## src/rtl/uart_rx.sv

```systemverilog
`timescale 1ns/1ps
`default_nettype none
// ============================================================================
// Module   : uart_rx
// Brief    : Oversampling (16x) UART receiver. Synchronises the async rx
//            line, finds mid-bit sample points from the bd_tick strobe and
//            delivers each LSB-first frame on dout with a one-cycle done
//            strobe and a stop-bit framing-error flag.
// Revision : 1.0 - initial release
// ============================================================================
module uart_rx #(
    parameter int DBIT    = 8,   // data bits per frame (1..16)
    parameter int SB_TICK = 16   // bd_tick count spanning the stop bit
) (
    input  logic            clk,
    input  logic            rst,
    input  logic            rx,
    input  logic            bd_tick,
    output logic [DBIT-1:0] dout,
    output logic            rx_done_tick,
    output logic            frame_err
);

    // Tick counter must reach SB_TICK-1 as well as the 15 used per data bit.
    localparam int c_SW = (SB_TICK > 16) ? $clog2(SB_TICK) : 4;
    localparam int c_NW = (DBIT > 1) ? $clog2(DBIT) : 1;

    localparam logic [1:0] c_IDLE  = 2'd0;
    localparam logic [1:0] c_START = 2'd1;
    localparam logic [1:0] c_DATA  = 2'd2;
    localparam logic [1:0] c_STOP  = 2'd3;

    localparam logic [c_SW-1:0] c_S_MID  = c_SW'(7);
    localparam logic [c_SW-1:0] c_S_BIT  = c_SW'(15);
    localparam logic [c_SW-1:0] c_S_STOP = c_SW'(SB_TICK - 1);
    localparam logic [c_SW-1:0] c_S_ONE  = c_SW'(1);
    localparam logic [c_NW-1:0] c_N_LAST = c_NW'(DBIT - 1);
    localparam logic [c_NW-1:0] c_N_ONE  = c_NW'(1);

    logic [1:0]      r_sync;
    logic            w_rx_s;

    logic [1:0]      r_state,  w_state_next;
    logic [c_SW-1:0] r_s_cnt,  w_s_cnt_next;
    logic [c_NW-1:0] r_n_cnt,  w_n_cnt_next;
    logic [DBIT-1:0] r_b,      w_b_next;
    logic [DBIT-1:0] w_b_shift;
    logic [DBIT-1:0] r_dout,   w_dout_next;
    logic            r_ferr,   w_ferr_next;
    logic            r_done,   w_done_next;

    assign w_rx_s       = r_sync[1];
    assign dout         = r_dout;
    assign frame_err    = r_ferr;
    assign rx_done_tick = r_done;

    // New bit enters at the MSB so the first (LSB) bit ends up at bit 0.
    if (DBIT > 1) begin : g_shift_multi
        assign w_b_shift = {w_rx_s, r_b[DBIT-1:1]};
    end else begin : g_shift_single
        assign w_b_shift = w_rx_s;
    end

    // Two-flop synchroniser; resets to the idle (high) line level.
    always_ff @(posedge clk) begin
        if (rst) begin
            r_sync <= 2'b11;
        end else begin
            r_sync <= {r_sync[0], rx};
        end
    end

    // State, counters, shift register and registered outputs.
    always_ff @(posedge clk) begin
        if (rst) begin
            r_state <= c_IDLE;
            r_s_cnt <= '0;
            r_n_cnt <= '0;
            r_b     <= '0;
            r_dout  <= '0;
            r_ferr  <= 1'b0;
            r_done  <= 1'b0;
        end else begin
            r_state <= w_state_next;
            r_s_cnt <= w_s_cnt_next;
            r_n_cnt <= w_n_cnt_next;
            r_b     <= w_b_next;
            r_dout  <= w_dout_next;
            r_ferr  <= w_ferr_next;
            r_done  <= w_done_next;
        end
    end

    // Next-state logic; everything except IDLE->START advances only on bd_tick.
    always_comb begin
        w_state_next = r_state;
        w_s_cnt_next = r_s_cnt;
        w_n_cnt_next = r_n_cnt;
        w_b_next     = r_b;
        w_dout_next  = r_dout;
        w_ferr_next  = r_ferr;
        w_done_next  = 1'b0;
        case (r_state)
            c_IDLE: begin
                if (!w_rx_s) begin
                    w_state_next = c_START;
                    w_s_cnt_next = '0;
                end
            end
            c_START: begin
                if (bd_tick) begin
                    if (r_s_cnt == c_S_MID) begin
                        if (!w_rx_s) begin
                            w_state_next = c_DATA;
                            w_s_cnt_next = '0;
                            w_n_cnt_next = '0;
                        end else begin
                            // Line back high at mid start bit: a glitch.
                            w_state_next = c_IDLE;
                        end
                    end else begin
                        w_s_cnt_next = r_s_cnt + c_S_ONE;
                    end
                end
            end
            c_DATA: begin
                if (bd_tick) begin
                    if (r_s_cnt == c_S_BIT) begin
                        w_s_cnt_next = '0;
                        w_b_next     = w_b_shift;
                        if (r_n_cnt == c_N_LAST) begin
                            w_state_next = c_STOP;
                        end else begin
                            w_n_cnt_next = r_n_cnt + c_N_ONE;
                        end
                    end else begin
                        w_s_cnt_next = r_s_cnt + c_S_ONE;
                    end
                end
            end
            c_STOP: begin
                if (bd_tick) begin
                    if (r_s_cnt == c_S_STOP) begin
                        // Leave mid stop bit so an immediate next start is caught.
                        w_dout_next  = r_b;
                        w_ferr_next  = ~w_rx_s;
                        w_done_next  = 1'b1;
                        w_state_next = c_IDLE;
                    end else begin
                        w_s_cnt_next = r_s_cnt + c_S_ONE;
                    end
                end
            end
            default: begin
                w_state_next = c_IDLE;
            end
        endcase
    end

endmodule
`default_nettype wire

```

## config.mk

```make
export PLATFORM = sky130hd
export DESIGN_NAME = uart_rx
export DESIGN_NICKNAME = d
export VERILOG_FILES = /design/src/rtl/uart_rx.sv
export SDC_FILE = /design/constraint.sdc
export NUM_CORES = 1
export LEC_CHECK = 0
export ABC_CLOCK_PERIOD_IN_PS = 3770
export BUFFER_PORTS_ARGS = -buffer_cell sky130_fd_sc_hd__buf_2
export CORE_ASPECT_RATIO = 0.7
export CORE_MARGIN = 2
export CORE_UTILIZATION = 50
export DETAILED_ROUTE_END_ITERATION = 7
export PLACE_DENSITY = 0.7
export SLEW_MARGIN = 20
export SYNTH_ARGS = -nofsm -noshare
export SYNTH_HDL_FRONTEND = slang
export SYNTH_SLANG_ARGS = --single-unit
export TNS_END_PERCENT = 30
```

## constraint.sdc

```tcl
create_clock -name clk -period 3.77 [get_ports clk]
set_clock_uncertainty 0.2 [all_clocks]
set_input_delay 0.5655 -clock clk [delete_from_list [all_inputs] [get_ports clk]]
set_output_delay 0.5655 -clock clk [all_outputs]
set_load 0.01 [all_outputs]
```

# [Word level (Yosys, flattened, before mapping)]
# Index checks and enable logic that the tools add are counted.
[totals] ff_bits=29 inputBits=4 elab_cells=64
[op_classes] addsub=2 eq_ne=17 mux=26 n_bitwise=3 n_reduce_logical=8
[ops] cell="$mux W4" n=7
[ops] cell="$ne A2 B2 Y1 const B" n=11
[ops] cell="$mux W2" n=9
[ops] cell="$mux W3" n=6
[ops] cell="$pmux W4 S4" n=1
[ops] cell="$pmux W2 S4" n=1
[ops] cell="$reduce_and A8 Y1" n=1
[ops] cell="$reduce_and A7 Y1" n=1
[ops] cell="$pmux W3 S2" n=1
[ops] cell="$reduce_and A3 Y1" n=2
[ops] cell="$add A4 B1 Y4 const B" n=1
[ops] cell="$eq A2 B2 Y1 const B" n=2
[ops] cell="$eq A4 B3 Y1 const B" n=1
[ops] cell="$eq A4 B4 Y1 const B" n=1
[ops] cell="$reduce_and A4 Y1" n=1
[ops] cell="$add A3 B1 Y3 const B" n=1
[ops] cell="$eq A3 B3 Y1 const B" n=1
[ops] cell="$not A1 Y1" n=3
[ops] cell="$reduce_or A3 Y1" n=1
[ops] cell="$eq A2 B1 Y1 const B" n=1
[ops] cell="$logic_not A2 Y1" n=1
[ops] cell="$reduce_bool A2 Y1" n=1
[ops] cell="$mux W1" n=1

# [Depth between registers and ports, before layout]
# Gate-level depths: netlist (run 1).
[depth] depth_word=5 mapped_depth=6

# [Least setup slack after synthesis (run 1)]
# No wires, ideal clock.
[synth_timing] kind="reg-to-reg" from="reg r_s_cnt[0]" to="reg (tool-made name)" setup_time_ns=0.122 arrival_time_ns=1.632 slack_ns=1.817 stages_incl_launch_ff=6 cell_sequence="dfxtp_1 > ha_1 > nand3_2 > a21bo_1 > a2111o_1 > a221o_1"
[synth_lines] element="start, declared" line_no="44" source="logic [c_SW-1:0] r_s_cnt, w_s_cnt_next;"
[synth_lines] element="start signal, assigned" line_no="85" source="r_s_cnt <= w_s_cnt_next;"

==> flow_summary.yaml, run 1 <==
status:
  status: "completed"
timing:
  slew_headroom: 0.588
  hold_violations: 0
  fin_setup_tns_ns: 0
  finalMaxSlewViolations: 0
  setup_viol: 0
  worstMarginPinSlew_ns: 0.616
  fmax_mhz: 463
  final.setup.worst_slack_ns: 1.61
  finalCriticalPeriod_ns: 2.16
  post-route-period-util: 0.573
  rsz0062_at_grt: "no"
  timing.hold.ws_ns: 0.214
power_and_ir_drop:
  leakagePower_nw: 0.506
  power_density_mw_per_mm2: 452
  power.total_w: 0.000633
  irDropWorstVdd_v: 0.000248
hold_path:
  hp-class: "reg2reg"
  holdPathStages: 1
placed_design:
  place_area_mm2: 0.00135
  io_buffers: 13
  gp_congestion: 0.779
  dpl.hpwl_um: 1660
  pre_cts_ws_ns: 1.64
layout:
  num_antenna_cells: 0
  multi_input_area_um2: 659
  design_area_mm2: 0.00140
  area_growth_pct: 10.0
  seq_area_um2: 581
  final.fill_count: 235
  drive_gt1_frac: 0.188
  nets: 155
synthesis:
  synthCells: 135
  syn_area_mm2: 0.00127
  synth_top_area_cell: "dfxtp_1"
  ys_types: 33
  syn_nets: 142
  synth_seq_cells: 29
  syn_area_per_cell_um2: 9.42
  yosys-top-cells-area: "dfxtp_1 46%, mux2i_1 13%, nor2_1 6.8%"
  synth_top_area_frac: 0.457
  yosysWarningCount: 0
  ys_seq_area_frac: 0.457
clock_network:
  cts_max_path_buffers: 2
  numCtsBuffers: 5
  htree_levels: 2
  clock-sinks: 29
  cts_resized: 0
  clk_latency_ns: 0.32
  cts_root_buffer: "clkbuf_4"
  holdBufCountCts: 0
  postCtsSetupRepairBufs: 0
  clk_pin_slew_ns: 0.09
  cts_tree: "built"
routing:
  vias: 987
  wirelength_um: 2450
  ant_nets: 0
  drtIter0Drc: 36
  avgRoutedWirePerCell_um: 13.4
  drc: 0
  drt_pre_antenna_iters: 4
  routed_via_density: 5.39
critical_path:
  crit_family: "compound AO/OA/AOI/OAI gates"
  slowest_delay_ns: 0.60
  path_cells: "xnor2_1 -> a31oi_1 -> a2111o_1 -> a221o_1"
  cp.depth: 4
  cp-start-kind: "register"
  crit_fanout: 14
  cp_slowest_cell: "dfxtp_1"
  crit_type: "reg2reg"
  crit_arrival_ns: 2.18
  endpoint_kind: "register"
  critPathRequiredTime_ns: 3.79
  reg2reg_depth: 4
  critPathBufInv: 0
floorplan:
  ioPinCount: 14
  die_area_mm2: 0.00297
  start_util: 0.521
  rows: 15
  die_x_um: 64.3
  core_mm2: 0.00244
  die_h_um: 46.2
global_route:
  grt_pass1_wl_um: 4110
  grt-ovfl-total: 0
  grt_pass1_vias: 917
  antenna_found_initial: 0
  grt_use_total: 0.191
  grt_max_degree: 33
flow_run:
  maxCapViolCount: 0
[flip-flops by register name, summed over array words and instances (netlist names), named ones only]
| name | cells |
|---|---|
| r_b | 8 |
| r_state | 1 |
| frame_err | 1 |
| r_sync | 2 |
| r_n_cnt | 3 |
| dout | 8 |
| rx_done_tick | 1 |
| r_s_cnt | 4 |
[power breakdown]
part / total, W / internal (W) / switching [W]
Clock: 0.000178 / 0.0000709 / 0.000107
Sequential: 0.000349 / 0.000318 / 0.0000315
Combinational: 0.000106 / 0.0000435 / 0.0000624
Total: 0.000633 / 0.000432 / 0.000201
[final timing paths]
check / slack (ns) / endpoint / startpoint
hold / removal: 0.21 / r_sync[1] / r_sync[0]
setup reg to reg: 1.61 / register / register
setup / recovery: 1.61 / register / register
hold reg to reg: 0.21 / r_sync[1] / r_sync[0]
[metrics by stage]
stage,util,instances
2_1_floorplan,-,135
3_3_place_gp,0.552,175
3_5_place_dp,0.552,175
4_1_cts,0.573,183
5_1_grt,0.573,183
6_report,0.573,183
[placed cells by master (no fill, tap or decap), types with 2 or more instances in the layout]
master     n
dfxtp_1   29
nor2_1    23
mux2i_1   17
buf_2     13
o21ai_0    8
a21oi_1    6
nand2_1    5
clkbuf_4   5
nor2b_1    4
a211oi_1   4
nor3_1     3
ha_1       3
nand2b_1   2
xnor2_1    2
a31oi_1    2
or2_2      2
or3_2      2
clkinv_2   2
[synthesized netlist by cell type]
cell / n
nand4_1: 1
o21ai_0: 8
nand3_2: 1
o22ai_1: 1
xnor2_1: 2
a221o_1: 1
a21oi_1: 6
a21bo_1: 1
dfxtp_1: 29
a2111o_1: 1
mux2_1: 1
buf_2: 4
o21ai_1: 1
mux2i_1: 17
or3_2: 2
nor2_2: 1
a41oi_1: 1
a211oi_1: 4
nor2_4: 1
nor3b_2: 1
nand2_1: 5
nor3b_1: 1
nor2_1: 23
ha_1: 3
or2_2: 2
nor3_1: 3
nand3_1: 1
or4_1: 1
a31oi_1: 2
clkbuf_1: 3
nand3b_1: 1
nor2b_1: 4
nand2b_1: 2
[layout make-up]
class | instances | area share
multi-input cells | 99 | 0.471
flip-flops and latches | 29 | 0.415
repair buffers | 13 | 0.0465
well taps | 34 | 0.0304
clock buffers | 6 | 0.0295
clock inverters | 2 | 0.00716
[per-layer routing]
metal,vias up,global-route usage,routed length [um]
li1,505,-,-
met1,459,0.232,1240
met2,18,0.306,1060
met3,5,0.0660,106
met4,0,0.102,40
met5,-,0,0
[worst register-to-register path: stages (launching register included)]
cell and delay, ns:
dfxtp_1 0.60, xnor2_1 0.20, a31oi_1 0.26, a2111o_1 0.46, a221o_1 0.33
[cells by family (layout without fill, tap and decap cells)]
| kind of cell | Yosys count | count (layout) | share of synthesized area |
|---|---|---|---|
| AND/OR/NAND/NOR | 50 | 50 | 0.204 |
| adder cells (fa/ha/maj) | 3 | 3 | 0.0295 |
| AO/OA/AOI/OAI | 26 | 26 | 0.129 |
| multiplexers | 18 | 18 | 0.143 |
| XOR/XNOR | 2 | 2 | 0.0138 |
| buffers and inverters | 7 | 21 | 0.0246 |
| flip-flops | 29 | 29 | 0.457 |
Note: power is estimated with default switching activity, not from simulation.
==> run 2: changes to the inputs <==
ABC_CLOCK_PERIOD_IN_PS = 1750   (was 3770)
PLACE_DENSITY = 0.72   (was 0.7)
clock period = 1.75 ns   (was 3.77 ns; I/O delays follow)
==> flow_summary.yaml, run 2 (synthesis gave the netlist of run 1 again) <==
layout:
  drive_gt1_frac: 0.384
  utilization: 0.692
  area_growth_pct: 32.8
  final_cells: 206
  num_antenna_cells: 0
  final_cell_mix: "23 x nor2_1, 23 x dfxtp_1, 20 x buf_4, 17 x mux2i_1, 13 x buf_2"
  nets: 178
critical_path:
  reg2reg_from: "r_state[0]"
  slowest_delay_ns: 0.44
  crit_fanout: 6
  cp-start-kind: "register"
  endpoint_kind: "register"
  critPathRequiredTime_ns: 1.75
  crit_arrival_ns: 1.80
  path_cells: "buf_4 -> nor2_1 -> a211oi_2 -> a2111o_1 -> a221o_1"
  crit_family: "compound AO/OA/AOI/OAI gates"
  critPathBufInv: 1
  cp_slowest_cell: "a2111o_1"
  reg2reg_depth: 5
  r2r_slack_ns: -0.05
  crit_type: "reg2reg"
clock_network:
  clk_latency_ns: 0.32
  cts_tree: "built"
  cts_max_path_buffers: 2
  numCtsBuffers: 5
  clock-sinks: 29
  cts_root_buffer: "clkbuf_4"
  clk_pin_slew_ns: 0.10
  htree_levels: 2
timing:
  fmax_mhz: 556
  setup_viol: 3
  final.setup.worst_slack_ns: -0.0470
  worstMarginPinSlew_ns: 0.404
  finalMaxSlewViolations: 0
  rsz0062_at_grt: "yes"
  slew_headroom: 0.731
  finalCriticalPeriod_ns: 1.80
  post-route-period-util: 1.03
  hold_violations: 0
global_route:
  grt-ovfl-total: 0
  grt_pass1_wl_um: 4370
  grt_pass1_vias: 955
  antenna_found_initial: 0
  grt_max_degree: 23
  grt_use_total: 0.204
power_and_ir_drop:
  leakagePower_nw: 0.630
  p_switching_w: 0.000470
  power_density_mw_per_mm2: 900
  pwr-share-comb: 0.272
  power.total_w: 0.00152
  pwr-share-seq: 0.479
  sw_frac_of_total: 0.310
  power.share.clock: 0.250
  irDropWorstVdd_v: 0.000639
  internal-power_w: 0.00105
flow_run:
  maxCapViolCount: 0
routing:
  drc: 0
  wl_met1_um: 1330
  dr_wl_met2_um: 1230
  avgRoutedWirePerCell_um: 13.0
  ant_nets: 0
  wirelength_um: 2680
  drtIter0Drc: 52
  route.met3.wl_um: 99
  vias: 1084
  drt_pre_antenna_iters: 4
  routed_via_density: 5.26
  top_layer_used: "met4"
status:
  status: "finished, violations left"
  violations: "negative setup slack"
hold_path:
  hp-start: "rst"
  holdPathStages: 2
  hp-class: "in2reg"
  hold_end: "dout[4]"
floorplan:
  die_area_mm2: 0.00297
  rows: 15
  start_util: 0.521
  die_h_um: 46.2
  die_x_um: 64.3
  ioPinCount: 14
  core_mm2: 0.00244
placed_design:
  dpl.hpwl_um: 1810
  gp_congestion: 0.826
  io_buffers: 13
  placed_cells: 193
## run 2: worst max path at each step
stage / startpoint / to / slack (ns) / cells past startpoint
6_report: r_state[0] / register / -0.05 / 5
5_1_grt: r_s_cnt[1] / register / -0.1 / 5
4_1_cts: r_s_cnt[1] / r_state[0] / -0.04 / 5
3_5_place_dp: r_n_cnt[0] / r_n_cnt[1] / -0.10 / 6
3_3_place_gp: r_n_cnt[0] / r_n_cnt[1] / -0.04 / 6
2_1_floorplan: r_n_cnt[0] / r_n_cnt[1] / -0.04 / 6
## run 2: final cells by class
| type | instances | area, um^2 |
|---|---|---|
| clock buffers | 6 | 41.3 |
| multi-input cells | 99 | 741 |
| clock inverters | 2 | 10.0 |
| well taps | 34 | 42.5 |
| fillers | 216 | 752 |
| repair buffers | 36 | 265 |
| flip-flops and latches | 29 | 588 |
## run 2: per-layer routing
layer,global-route usage,vias up
li1,-,549
met4,0.0553,0
met2,0.323,20
met1,0.256,513
met3,0.0929,2
met5,0,-
## run 2: stage by stage
step	hold WS [ns]	cell area, um^2	TNS (ns)	setup slack [ns]
after floorplan	0.166	1300	-0.0925	-0.0351
after global placement	0.199	1540	-0.105	-0.0397
after detailed placement	0.211	1540	-0.364	-0.104
after CTS	0.140	1640	-0.135	-0.0424
after global routing	0.152	1690	-1.00	-0.0974
final	0.147	1690	-0.101	-0.0470
## run 2: repair_timing
item | 4_1_cts | 5_1_grt
pin swaps | 8 | 2
setup buffers | 1 | 3
hold endpoints to repair | 1 | 0
hold buffers | 1 | 0
resized for setup | 9 | 6
setup endpoints to repair | 6 | 21
## run 2: worst reg2reg max path, delay by kind of cell, from the launching register on
family / cells / cell delay (ns)
compound gates: 3 / 0.82
flops: 1 / 0.38
buf+inv: 1 / 0.15
simple gates: 1 / 0.14
## run 2: power by group through the flow
stage	Clock (W)	Sequential [W]	Combinational, W
floorplan	0	0.000717	0.000249
global placement	0	0.000734	0.000358
detailed placement	0	0.000734	0.000370
CTS	0.000387	0.000719	0.000383
global route	0.000424	0.000731	0.000451
finish	0.000380	0.000727	0.000413
